===== config.mk =====
export PLATFORM = sky130hd
export DESIGN_NAME = pll_apb_reconfig
export DESIGN_NICKNAME = d
export VERILOG_FILES = /design/src/rtl/pll_reconfig_pkg.sv /design/src/rtl/pll_lock_filter.sv /design/src/rtl/pll_apb_reconfig.sv
export SDC_FILE = /design/constraint.sdc
export NUM_CORES = 1
export LEC_CHECK = 0
export ABC_AREA = 1
export CORE_MARGIN = 2
export CORE_UTILIZATION = 58
export DETAILED_ROUTE_END_ITERATION = 8
export PLACE_DENSITY_LB_ADDON = 0.05
export SYNTH_ARGS = -nofsm -noshare
export SYNTH_HDL_FRONTEND = slang
export SYNTH_HIERARCHICAL = 1
export SYNTH_SLANG_ARGS = --single-unit

===== constraint.sdc =====
create_clock -name clk -period 3.8 [get_ports clk]
set_input_delay 0.57 -clock clk [delete_from_list [all_inputs] [get_ports clk]]
set_output_delay 0.57 -clock clk [all_outputs]
set_load 0.05 [all_outputs]

===== src/rtl/pll_reconfig_pkg.sv =====
// Shared types and register map for the PLL dynamic-reconfiguration initiator.
package pll_reconfig_pkg;
   typedef enum logic [2:0] {IDLE, SETUP, ACCESS, RST_HOLD, LOCK_WAIT} pll_state_e;

   localparam logic [4:0] PLL_ADDR_RATIOI = 5'h00;
   localparam logic [4:0] PLL_ADDR_RATIOF = 5'h01;
   localparam logic [4:0] PLL_ADDR_RATIO0 = 5'h02;
   localparam logic [4:0] PLL_ADDR_RATIO1 = 5'h03;
   localparam logic [4:0] PLL_ADDR_RATIO2 = 5'h04;
   localparam logic [4:0] PLL_ADDR_RATIO3 = 5'h05;
   localparam int PLL_NUM_WRITES = 6;

   function automatic logic [4:0] pll_addr(input logic [2:0] idx);
      case (idx)
         3'd0:    return PLL_ADDR_RATIOI;
         3'd1:    return PLL_ADDR_RATIOF;
         3'd2:    return PLL_ADDR_RATIO0;
         3'd3:    return PLL_ADDR_RATIO1;
         3'd4:    return PLL_ADDR_RATIO2;
         3'd5:    return PLL_ADDR_RATIO3;
         default: return 5'h00;
      endcase
   endfunction
endpackage


===== src/rtl/pll_lock_filter.sv =====
// Lock synchronizer plus consecutive-high filter; clr holds the filter at zero.
module pll_lock_filter #(
   parameter int LOCK_FILTER = 4
) (
   input  logic clk,
   input  logic rst,
   input  logic clr,
   input  logic pll_lock,
   output logic lock_sync,
   output logic lock_ok
);
   localparam int CW = $clog2(LOCK_FILTER + 1);

   logic          sync1;
   logic [CW-1:0] cnt;

   always_ff @(posedge clk) begin
      if (rst) begin
         sync1     <= 1'b0;
         lock_sync <= 1'b0;
      end else begin
         sync1     <= pll_lock;
         lock_sync <= sync1;
      end
   end

   // Saturates at LOCK_FILTER; any low synchronized sample restarts the run.
   always_ff @(posedge clk) begin
      if (rst || clr || !lock_sync)
         cnt <= '0;
      else if (cnt != CW'(LOCK_FILTER))
         cnt <= cnt + 1'b1;
   end

   assign lock_ok = (cnt == CW'(LOCK_FILTER));
endmodule


===== src/rtl/pll_apb_reconfig.sv =====
// Writes six divider ratios to the PLL over APB, pulses PLL reset, waits for lock.
module pll_apb_reconfig
   import pll_reconfig_pkg::*;
#(
   parameter int RST_CYCLES   = 16,
   parameter int LOCK_FILTER  = 4,
   parameter int LOCK_TIMEOUT = 65535
) (
   input  logic       clk,
   input  logic       rst,
   input  logic       req_valid,
   output logic       req_ready,
   input  logic [6:0] req_ratioi,
   input  logic [6:0] req_ratiof,
   input  logic [6:0] req_ratio0,
   input  logic [6:0] req_ratio1,
   input  logic [6:0] req_ratio2,
   input  logic [6:0] req_ratio3,
   output logic       apb_rst_n,
   output logic [4:0] apb_addr,
   output logic       apb_sel,
   output logic       apb_en,
   output logic       apb_write,
   output logic [7:0] apb_wdata,
   output logic       pll_rst,
   input  logic       pll_lock,
   output logic       busy,
   output logic       done,
   output logic       err
);
   localparam int HW = $clog2(RST_CYCLES + 1);
   localparam int TW = $clog2(LOCK_TIMEOUT + 1);

   pll_state_e    state;
   logic [2:0]    widx;
   logic [2:0]    nidx;
   logic [6:0]    ratio [PLL_NUM_WRITES];
   logic [HW-1:0] hcnt;
   logic [TW-1:0] tcnt;
   logic          lock_sync;
   logic          lock_ok;

   assign nidx      = widx + 3'd1;
   assign busy      = (state != IDLE);
   assign req_ready = (state == IDLE) && !rst;

   pll_lock_filter #(.LOCK_FILTER(LOCK_FILTER)) u_lock_filter (
      .clk       (clk),
      .rst       (rst),
      .clr       (state != LOCK_WAIT),
      .pll_lock  (pll_lock),
      .lock_sync (lock_sync),
      .lock_ok   (lock_ok)
   );

   always_ff @(posedge clk) begin
      if (rst) apb_rst_n <= 1'b0;
      else     apb_rst_n <= 1'b1;
   end

   always_ff @(posedge clk) begin
      if (rst) begin
         state     <= IDLE;
         widx      <= '0;
         hcnt      <= '0;
         tcnt      <= '0;
         for (int i = 0; i < PLL_NUM_WRITES; i++) ratio[i] <= '0;
         apb_addr  <= '0;
         apb_sel   <= 1'b0;
         apb_en    <= 1'b0;
         apb_write <= 1'b0;
         apb_wdata <= '0;
         pll_rst   <= 1'b0;
         done      <= 1'b0;
         err       <= 1'b0;
      end else begin
         done <= 1'b0;
         err  <= 1'b0;
         case (state)
            IDLE: if (req_valid) begin
               ratio[0]  <= req_ratioi;
               ratio[1]  <= req_ratiof;
               ratio[2]  <= req_ratio0;
               ratio[3]  <= req_ratio1;
               ratio[4]  <= req_ratio2;
               ratio[5]  <= req_ratio3;
               widx      <= '0;
               apb_sel   <= 1'b1;
               apb_write <= 1'b1;
               apb_addr  <= PLL_ADDR_RATIOI;
               apb_wdata <= {1'b0, req_ratioi};
               state     <= SETUP;
            end
            SETUP: begin
               apb_en <= 1'b1;
               state  <= ACCESS;
            end
            ACCESS: if (widx != 3'(PLL_NUM_WRITES - 1)) begin
               widx      <= nidx;
               apb_en    <= 1'b0;
               apb_addr  <= pll_addr(nidx);
               apb_wdata <= {1'b0, ratio[nidx]};
               state     <= SETUP;
            end else begin
               apb_sel   <= 1'b0;
               apb_en    <= 1'b0;
               apb_write <= 1'b0;
               apb_addr  <= '0;
               apb_wdata <= '0;
               pll_rst   <= 1'b1;
               hcnt      <= '0;
               state     <= RST_HOLD;
            end
            RST_HOLD: if (hcnt == HW'(RST_CYCLES - 1)) begin
               pll_rst <= 1'b0;
               tcnt    <= '0;
               state   <= LOCK_WAIT;
            end else begin
               hcnt <= hcnt + 1'b1;
            end
            // The done/err pulse is shown while still busy; IDLE follows one cycle later.
            LOCK_WAIT: if (done || err)
               state <= IDLE;
            else if (lock_ok && lock_sync)
               done <= 1'b1;
            else if (tcnt == TW'(LOCK_TIMEOUT - 1))
               err <= 1'b1;
            else
               tcnt <= tcnt + 1'b1;
            default: state <= IDLE;
         endcase
      end
   end
endmodule


==> results of run 1 <==
==> sequential cells by signal, summed over array words and instances (netlist names), 3 cells and up <==
register,cells
ratio,42
apb_addr,3
hcnt,5
apb_wdata,7
tcnt,16
state,3
widx,3
u_lock_filter/cnt,3
==> layout make-up <==
type                            instances  area share (%)
Tap cell                               99            2.32
Inverter                               93            6.54
Timing Repair Buffer                   69            12.9
Multi-Input combinational cell        366            32.7
Clock inverter                          4           0.937
Sequential cell                        90            41.6
Clock buffer                           12            2.93
==> cells in the final DEF, fill, tap and decap left out, types with 3 or more instances in the layout <==
master and instances:
edfxtp_1 42, clkdlybuf4s50_1 64, o221ai_1 7, a31oi_1 7, o21ai_1 3, ha_1 11
nand2_1 102, nor2_2 4, nand2_2 6, clkbuf_8 9, conb_1 3, a21oi_2 6
nand3_1 20, buf_4 4, nor3_1 7, inv_2 3, a21oi_1 29, xor2_1 4
inv_1 90, dfxtp_1 48, nor2_1 112, o21ai_0 35, nand4_1 4
==> final timing paths <==
| path | start | end | slack, ns | depth (start not counted) |
|---|---|---|---|---|
| worst max-delay path | rst | req_ready | 1.11 | 3 |
| worst min-delay path | u_lock_filter/sync1 | u_lock_filter/lock_sync | 0.42 | 2 |
| worst max register to register | widx[0] | apb_wdata[2] | 1.46 | 7 |
| worst min register to register | u_lock_filter/sync1 | u_lock_filter/lock_sync | 0.42 | 2 |
==> layer usage <==
| layer | share of wire, % | global-route usage, % |
|---|---|---|
| met1 | 44 | 33.5 |
| met2 | 48 | 42.0 |
| met3 | 5.9 | 6.39 |
| met4 | 2.1 | 8.84 |
| met5 | 0 | 0 |
==> kinds of logic (layout without fill, tap and decap cells) <==
logic type	count (synthesis)	in the layout	share of synthesized area [%]
xor gates and xnor gates	4	4	0.793
buffers and inverters	114	178	10.3
AOI/OAI and AO/OA	89	89	11.5
adders and majority gates	11	11	3.12
DFF	90	90	50.3
and+or+nand+nor	259	259	23.9
other	1	3	0.0849
==> worst max-delay path: cells and delay by family <==
kind | cells | cell delay [ns]
and+or+nand+nor | 1 | 0.19
buffers and inverters | 2 | 1.36
==> power by group through the flow <==
stage                     Sequential [mW]  Combinational [mW]  Clock, mW
after floorplan                      1.16               0.142          0
after global placement               1.13               0.296          0
after detailed placement             1.13               0.302          0
after CTS                            1.11               0.304      0.684
after global routing                 1.12               0.332      0.716
final                                1.11               0.303      0.677
==> synthesized netlist by cell type <==
cell type    n
nand3b_1     1
edfxtp_1    42
inv_2        3
nand3_1     20
nand2_2      6
ha_1        11
buf_4        4
xor2_1       4
a21oi_1     29
or2_2        1
buf_6        1
o211ai_1     1
nor2_4       1
nor4_1       1
nor2_2       4
nor3_1       7
nor2_1     112
clkbuf_1    13
o21bai_1     1
conb_1       1
nand2_1    102
nand4_1      4
buf_2        3
o21ai_0     35
a21oi_2      6
inv_1       90
o221ai_1     7
o21ai_1      3
a31oi_1      7
dfxtp_1     48
==> stage by stage <==
| step | worst slack, ns | instance area [µm²] |
|---|---|---|
| final | 1.11 | 5340 |
| after global placement | 1.10 | 5130 |
| after global routing | 1.02 | 5340 |
| after CTS | 1.11 | 5340 |
| after floorplan | 1.41 | 4430 |
| after detailed placement | 1.12 | 5130 |
==> results.md, run 1 <==
* Final Hold Fails at 0
* Initial antenna violation count at 0
* Placed Instances at between 700 and 800
* Die X at a little over 90 µm
* Fin nets at between 600 and 700
* Hold Crit Class: flip-flop to flip-flop
* Worst path max stage delay at slightly above 0.8 ns
* Post-CTS Setup Bufs at 0
* Crit-path most repeated cell: clkdlybuf4s50_1
* Synthesized area per cell at ~7.8 µm²
* Period utilization at 70.8%
* Fillers at between 500 and 600
* Worst-path clk slew at around 0.08 ns
* Non-Filler Instances at 733
* Clock buffer depth at 2
* RSZ-0062 raised after global routing: false
* Area Growth Syn to Fin at 20.9%
* Share of cells above drive strength 1 at 6.31%
* Pin count of the biggest net entering global routing at 43
* Core ar. at about 7300 µm²
* CP Cell Sequence: clkdlybuf4s50_1 > nor2_1 > clkdlybuf4s50_1
* GPL Wtd Cong at 0.857
* Tmin final at about 2.7 ns
* Clock Power Share at between 30 and 40%
* Cells after Synth at 568
* Final Util at 72.9%
* Register area share after synthesis at around half
* Post-synth top area cell: edfxtp_1
* Vias in the first global route at about 3800
* Hold Worst Slack at 0.419 ns
* Type of the worst setup path: primary input to output port
* WP data arrival at between 2 and 2.5 ns
* Maxcap violations at 0
* Grt ovf at 0
* Synth top area cells: edfxtp_1 (29%), dfxtp_1 (22%), nor2_1 (9.5%)
* Max Clk Rate at between 0.3 and 0.4 GHz
* Multi-input logic area at 1750 µm²
* Mapped cell area at about 4400 µm²
* Max Clock Skew at about 0.011 ns
* DIE AREA at 8330 µm²
* Slowest-stage cell, CP: clkdlybuf4s50_1
* Detail Placement HPWL at 7100 µm
* Gate power share at 14.5%
* Vias at ~3800
* H-tree depth at 3
* Ys Warns at 6
* Worst-Margin Slew at around 0.8 ns
* CTS Root Cell: clkbuf_8
* Fin Setup TNS at 0 ns
* Routed WL at between 9000 and 10000 µm
* CTS tree: yes
* Internal power at about 1.5 mW
* Status: finished clean
* IO Port Bufs at 64
* VDD IR max at 264 µV
* Initial drt markers at 316
* # diodes at 0
* Total power at around 2.1 mW
* Global Route Usage Sum at approximately a quarter
* Initial core utilization at between 60% and 70%
* Sequential power share at 53.1%
* Register area at around 2200 µm²
* ANT nets after route at 0
* Post-CTS Hold Buffers at 0
* Critical path endpoint category: output port
* Post-synth top area share at between 20% and 30%
* Max-slew headroom at about 45%
* Die H at between 90 and 100 µm
* Average wire per standard cell at between 10 and 15 µm
* Num CTS Buffers at 9
* CTS Sinks at 90
* Setup violations, final at 0
* Worst Path Required at 3.23 ns
* Leakage power figure at 2.23 nW
* Clock latency at the later pin of the worst-skew pair at approximately 0.36 ns
* Switching portion of total power at between 20% and 30%
* Vias per inst at ~5.2
* Post-CTS sizing at 0
* CP max FO at 5
* Yosys reg bits at 90
* Netlist cell types at 30
* Top-Level Pins at 68
* Switching pwr at ~0.55 mW
* Power Density at ~390 nW/µm²
* CP Launch Type: primary input
* Global-route wire length before repair at ~17000 µm
* DRC violations left at 0
* Pre-antenna DRT Iters at 5
* Final Slew Violations at 0
* Std-Cell Rows at 31
(Power assumes the default switching activity.)
==> run 2, diff against run 1 <==
--- a/config.mk
+++ b/config.mk
@@ -7,7 +7,7 @@
 export LEC_CHECK = 0
 export ABC_AREA = 1
 export CORE_MARGIN = 2
-export CORE_UTILIZATION = 58
+export CORE_UTILIZATION = 49
 export DETAILED_ROUTE_END_ITERATION = 8
 export PLACE_DENSITY_LB_ADDON = 0.05
 export SYNTH_ARGS = -nofsm -noshare
==> constraint.sdc (replaced) <==
create_clock -name clk -period 2.4 [get_ports clk]
set_input_delay 0.36 -clock clk [delete_from_list [all_inputs] [get_ports clk]]
set_output_delay 0.36 -clock clk [all_outputs]
set_load 0.05 [all_outputs]
==> run 2 against run 1 <==
- sequential share of layout area down 0.28 points
- clock skew up 0.0051 ns
- cell count up 2.0%
- utilization is 11 points lower
- total power up 53%
- final area grew 0.68%
- combinational power rose by 66%
- largest power group unchanged
- worst hold slack worse by 0.0041 ns
- sequential cell count unchanged
- clock power up 41%
==> results.md, run 2 (synthesized netlist as in run 1, its figures left out) <==
* Worst path bufs/invs at 2 (unchanged)
* ANT nets after route at 0 (unchanged)
* Global-route wire length before repair at 16900 µm (-0.97%)
* Post-CTS sizing at 0 (unchanged)
* Vias per inst at 5.04 (-3.1%)
* Register-to-register setup slack at 0.38 ns (-1.08 ns)
* Pre-antenna DRT Iters at 5 (unchanged)
* Fin nets at 692 (+0.87%)
* Final Hold Fails at 0 (unchanged)
* Area Growth Syn to Fin at 21.7%
* Fillers at 784 (+33%)
* Period utilization at just under 90%
* Core ar. at 8720 µm² (+19%)
* CP Cell Sequence: inv_1 > nand2_1 > clkdlybuf4s50_1
* Vias in the first global route at 3666 (-2.9%)
* Setup violations, final at 0 (unchanged)
* Average wire per standard cell at 13.3 µm (-1.6%)
* Top-Level Pins at 68 (unchanged)
* Maxcap violations at 0 (unchanged)
* Worst-Margin Slew at 0.508 ns (-0.310 ns)
* Type of the worst setup path: flip-flop to output port
* Slowest-stage cell, CP: clkdlybuf4s50_1
* Max Clock Skew at 0.0165 ns (+0.00515 ns)
* H-tree depth at 3 (unchanged)
* Final Slew Violations at 0 (unchanged)
* Largest registers: ratio (42), tcnt (16), apb_wdata (7)
* Post-CTS Setup Bufs at 0 (unchanged)
* WP data arrival at 1.75 ns (-0.37 ns)
* Post-CTS Hold Buffers at 0 (unchanged)
* CP Launch Type: flip-flop
* Largest register FFs at 42 (unchanged)
* CP top delay family: buffers and inverters
* Max-slew headroom at 66.0% (+21 points)
* Status: finished clean
* Worst r2r src: hcnt[0]
* DIE AREA at 9790 µm² (+18%)
* Pin count of the biggest net entering global routing at 43 (unchanged)
* CTS Sinks at 90 (unchanged)
* IO Port Bufs at 64 (unchanged)
* Worst path max stage delay at 0.81 ns (about the same)
* Tmin final at roughly 2.1 ns
* Routed WL at 9920 µm (+0.37%)
* Worst-path clk slew at 0.10 ns (+0.02 ns)
* Global Route Usage Sum at 21.3% (-4.4 points)
* Power Density at 596 nW/µm² (+52%)
* Detail Placement HPWL at 7160 µm (+0.73%)
* Initial antenna violation count at 0 (unchanged)
* Register area at 2220 µm² (unchanged)
* Hold_sp: u_lock_filter/sync1
* RSZ-0062 raised after global routing: false
* DRC violations left at 0 (unchanged)
* Fin Setup TNS at 0 ns (unchanged)
* Std-Cell Rows at 34 (+9.7%)
* Multi-input logic area at 1750 µm² (unchanged)
* # diodes at 0 (unchanged)
* Total power at 3.21 mW (+53%)
* Initial core utilization at 50.7% (-9.6 points)
* Leakage power figure at 2.24 nW (+0.39%)
* Clock latency at the later pin of the worst-skew pair at 0.36 ns (about the same)
* Critical path endpoint category: output port
* Worst-case reg-to-reg path depth at 12 (+5)
* Most common cell after layout, fill and taps aside: nor2_1
* Hold depth at 2 (unchanged)
* Max Clk Rate at approximately 0.48 GHz
* Clock buffer depth at 2 (unchanged)
* CTS tree: yes
* Die H at 99.0 µm (+8.4%)
* Worst-case hold path end point: u_lock_filter/lock_sync
* Reg-to-reg endpoint: tcnt[15]
* Top reg by flops: ratio
* CTS Root Cell: clkbuf_8
* Grt ovf at 0 (unchanged)
* CP max FO at 4 (-1)
* Hold Crit Class: flip-flop to flip-flop
* Worst Path Required at 2.04 ns (-1.19 ns)
* GPL Wtd Cong at 0.886 (+3.4%)
* Die X at 99.0 µm (+8.4%)
* Most frequent cells in the layout: nor2_1 (112), nand2_1 (102), inv_1 (90)
* Vias at 3772 (-1.2%)
* Num CTS Buffers at 9 (unchanged)
* Share of cells above drive strength 1 at 7.50% (+1.2 points)
* VDD IR max at 365 µV (+38%)
* Initial drt markers at 172 (-46%)
## run 2: area by class of cell
| type | count | area share, % |
|---|---|---|
| clock buffer | 10 | 2.37 |
| clock inverter | 6 | 0.907 |
| inverter | 93 | 6.49 |
| multi-input combinational | 366 | 32.5 |
| sequential | 90 | 41.3 |
| tap | 108 | 2.51 |
| timing repair buffer | 75 | 13.9 |
## run 2: worst max-delay path by stage
stage                        endpoint     start  cells after the start
after detailed placement     tcnt[15]   hcnt[0]                     12
after floorplan           ratio[0][0]  state[2]                      6
final                            busy  state[1]                      3
after global placement       tcnt[13]   hcnt[0]                     12
after global routing         tcnt[15]   hcnt[0]                     12
after CTS                        busy  state[1]                      3
## run 2: layer usage
metal	vias up	global-route usage (%)	routed length [µm]
met2	112	34.4	4530
met3	11	4.54	569
met4	0	6.11	112
met5	-	0	0
li1	1934	-	-
met1	1715	29.1	4710
## run 2: power breakdown
| group | internal, mW | switching [mW] | leakage [nW] | total [mW] |
|---|---|---|---|---|
| clock | 0.388 | 0.568 | 0.0799 | 0.956 |
| sequential | 1.71 | 0.0371 | 0.844 | 1.75 |
| combinational | 0.192 | 0.312 | 1.31 | 0.504 |
## run 2: through the flow
stage	setup slack, ns	utilization [%]	hold slack [ns]	instances	instance area (µm²)
floorplan	0.110	-	0.388	570	4430
global placement	0.490	59.6	0.395	732	5200
detailed placement	0.398	59.6	0.405	732	5200
CTS	0.279	61.7	0.410	748	5380
global route	0.187	61.7	0.437	748	5380
finish	0.295	61.7	0.415	748	5380
## run 2: tightest hold or removal path, delay by kind of cell (launching register included)
family        cells  cell delay (ns)
flops             1             0.31
buf+inv           1             0.04
simple gates      1             0.03
==> run 3, diff against run 2 <==
--- a/config.mk
+++ b/config.mk
@@ -9,7 +9,9 @@
 export CORE_MARGIN = 2
 export CORE_UTILIZATION = 49
 export DETAILED_ROUTE_END_ITERATION = 8
+export MAX_ROUTING_LAYER = met4
 export PLACE_DENSITY_LB_ADDON = 0.05
+export SLEW_MARGIN = 0
 export SYNTH_ARGS = -nofsm -noshare
 export SYNTH_HDL_FRONTEND = slang
 export SYNTH_HIERARCHICAL = 1
==> run 3 against run 2 <==
- worst setup slack better by 0.00055 ns
- global-route usage up 1.1 points
- worst hold slack worse by 0.0047 ns
- via count up 0.42%
- register-to-register slack better by 0.09 ns
- clock skew down 0.0093 ns
- maximum frequency about the same
- final area unchanged
- critical path type unchanged
- cell count unchanged
- wire length about the same
==> results.md, run 3 (synthesized netlist as in run 1, its figures left out) <==
* Routed WL at 9920 µm (about the same)
* DIE AREA at 9790 µm² (unchanged)
* DRC violations left at 0 (unchanged)
* Hold Worst Slack at 0.410 ns (-0.00467 ns)
* Pre-CTS setup slack at 0.472 ns (+0.0732 ns)
* Top reg by flops: ratio
* CP Launch Type: flip-flop
* Fin nets at 692 (unchanged)
* Die H at 99.0 µm (unchanged)
* Clock buffer depth at 2 (unchanged)
* Most frequent cells in the layout: nor2_1 (112), nand2_1 (102), inv_1 (90)
* H-tree depth at 3 (unchanged)
* Most common cell after layout, fill and taps aside: nor2_1
* Total power at 3.21 mW (about the same)
* Top-Level Pins at 68 (unchanged)
* CTS Root Cell: clkbuf_8
* VDD IR max at 397 µV (+8.6%)
* Pre-antenna DRT Iters at 5 (unchanged)
* Pin count of the biggest net entering global routing at 43 (unchanged)
* Status: finished clean
* Share of cells above drive strength 1 at 7.03% (-0.47 points)
* IO Port Bufs at 64 (unchanged)
* Worst r2r src: hcnt[0]
* Largest register FFs at 42 (unchanged)
* Post-CTS Setup Bufs at 0 (unchanged)
* Tmin final at 2.10 ns (-0.000550 ns)
* Worst-path clk slew at 0.08 ns (-0.02 ns)
* Fin Setup TNS at 0 ns (unchanged)
* Reg-to-reg endpoint: tcnt[13]
* Hold depth at 2 (unchanged)
* Vias in the first global route at 3697 (+0.85%)
* Critical path endpoint category: output port
* Num CTS Buffers at 9 (unchanged)
* Final Hold Fails at 0 (unchanged)
* Worst-case reg-to-reg path depth at 12 (unchanged)
* Worst-Margin Slew at 0.526 ns (+0.0174 ns)
* WP data arrival at 1.74 ns (about the same)
* Worst Path Required at 2.04 ns (about the same)
* Period utilization at 87.7% (about the same)
* Setup WS post-layout at 0.295 ns (+0.000550 ns)
* # diodes at 0 (unchanged)
* Std-Cell Rows at 34 (unchanged)
* Initial antenna violation count at 0 (unchanged)
* Vias per inst at 5.06 (+0.42%)
* Power Density at 596 nW/µm² (about the same)
* RSZ-0062 raised after global routing: false
* ANT nets after route at 0 (unchanged)
* Max Clk Rate at 0.475 GHz (about the same)
* Global Route Usage Sum at 22.4% (+1.1 points)
* Leakage power figure at 2.24 nW (+0.26%)
* Average wire per standard cell at 13.3 µm (about the same)
* Detail Placement HPWL at 7070 µm (-1.2%)
* Post-CTS sizing at 0 (unchanged)
* Worst-case hold path end point: u_lock_filter/lock_sync
* Hold_sp: u_lock_filter/sync1
* CP max FO at 4 (unchanged)
* Maxcap violations at 0 (unchanged)
* CTS Sinks at 90 (unchanged)
* Clock latency at the later pin of the worst-skew pair at 0.36 ns (about the same)
* Placed Instances at 732 (unchanged)
* Post-CTS Hold Buffers at 0 (unchanged)
* Non-Filler Instances at 748 (unchanged)
* Grt ovf at 0 (unchanged)
* Final Slew Violations at 0 (unchanged)
* Core ar. at 8720 µm² (unchanged)
* Area Growth Syn to Fin at 21.7% (unchanged)
* Die X at 99.0 µm (unchanged)
* Vias at 3788 (+0.42%)
* GPL Wtd Cong at 0.890 (+0.43%)
* Setup crit start: state[1]
* Type of the worst setup path: flip-flop to output port
* Initial drt markers at 175 (+1.7%)
* Max-slew headroom at 64.9% (-1.1 points)
* Hold Crit Class: flip-flop to flip-flop
* Setup violations, final at 0 (unchanged)
* Global-route wire length before repair at 17100 µm (+1.4%)
* CTS tree: yes
* Register-to-register setup slack at 0.47 ns (+0.09 ns)
* Max Clock Skew at 0.00719 ns (-0.00933 ns)
* Largest registers: ratio (42), tcnt (16), apb_wdata (7)
* Initial core utilization at 50.7% (unchanged)
run 3: cell count changes in the layout (fill, tap and decap cells not counted):
cell / previous run / this run
clkbuf_1: 1 / 4
inv_6: 3 / 0
clkinvlp_4: 3 / 1
clkbuf_16: 0 / 1
clkinv_2: 0 / 1
run 3: routing by layer:
layer,global-route usage (%),wire length [µm],share of wire (%)
met1,29.3,4830,49
met5,-,0,0
met3,4.47,466,4.7
met4,6.85,157,1.6
met2,35.2,4460,45
run 3: how the worst max path moves through the flow:
stage	to	slack, ns	cells past startpoint
after detailed placement	tcnt[13]	0.47	12
after CTS	busy	0.28	3
after global routing	busy	0.23	3
after floorplan	ratio[0][0]	0.11	6
after global placement	tcnt[13]	0.52	12
final	busy	0.30	3
run 3: cell type report:
| type | instances | area [µm²] |
|---|---|---|
| sequential | 90 | 2220 |
| timing repair buffer | 75 | 746 |
| inverter | 93 | 349 |
| multi-input combinational | 366 | 1750 |
| fill | 780 | 3340 |
| tap | 108 | 135 |
| clock inverter | 2 | 12.5 |
| clock buffer | 14 | 164 |
run 3: stage by stage:
| stage | cell area (µm²) | utilization (%) |
|---|---|---|
| CTS | 5380 | 61.7 |
| floorplan | 4430 | - |
| global route | 5380 | 61.7 |
| global placement | 5200 | 59.6 |
| detailed placement | 5200 | 59.6 |
| finish | 5380 | 61.7 |
run 3: worst max-delay path, cell delays in order, from the launching register on:
cell and delay [ns]:
dfxtp_1 0.38, inv_1 0.09, nand2_1 0.09, clkdlybuf4s50_1 0.82
run 3: report_power, final:
part	leakage, nW	switching (mW)	internal (mW)
sequential	0.844	0.0373	1.71
clock	0.0858	0.515	0.440
combinational	1.31	0.311	0.192
total	2.24	0.864	2.34
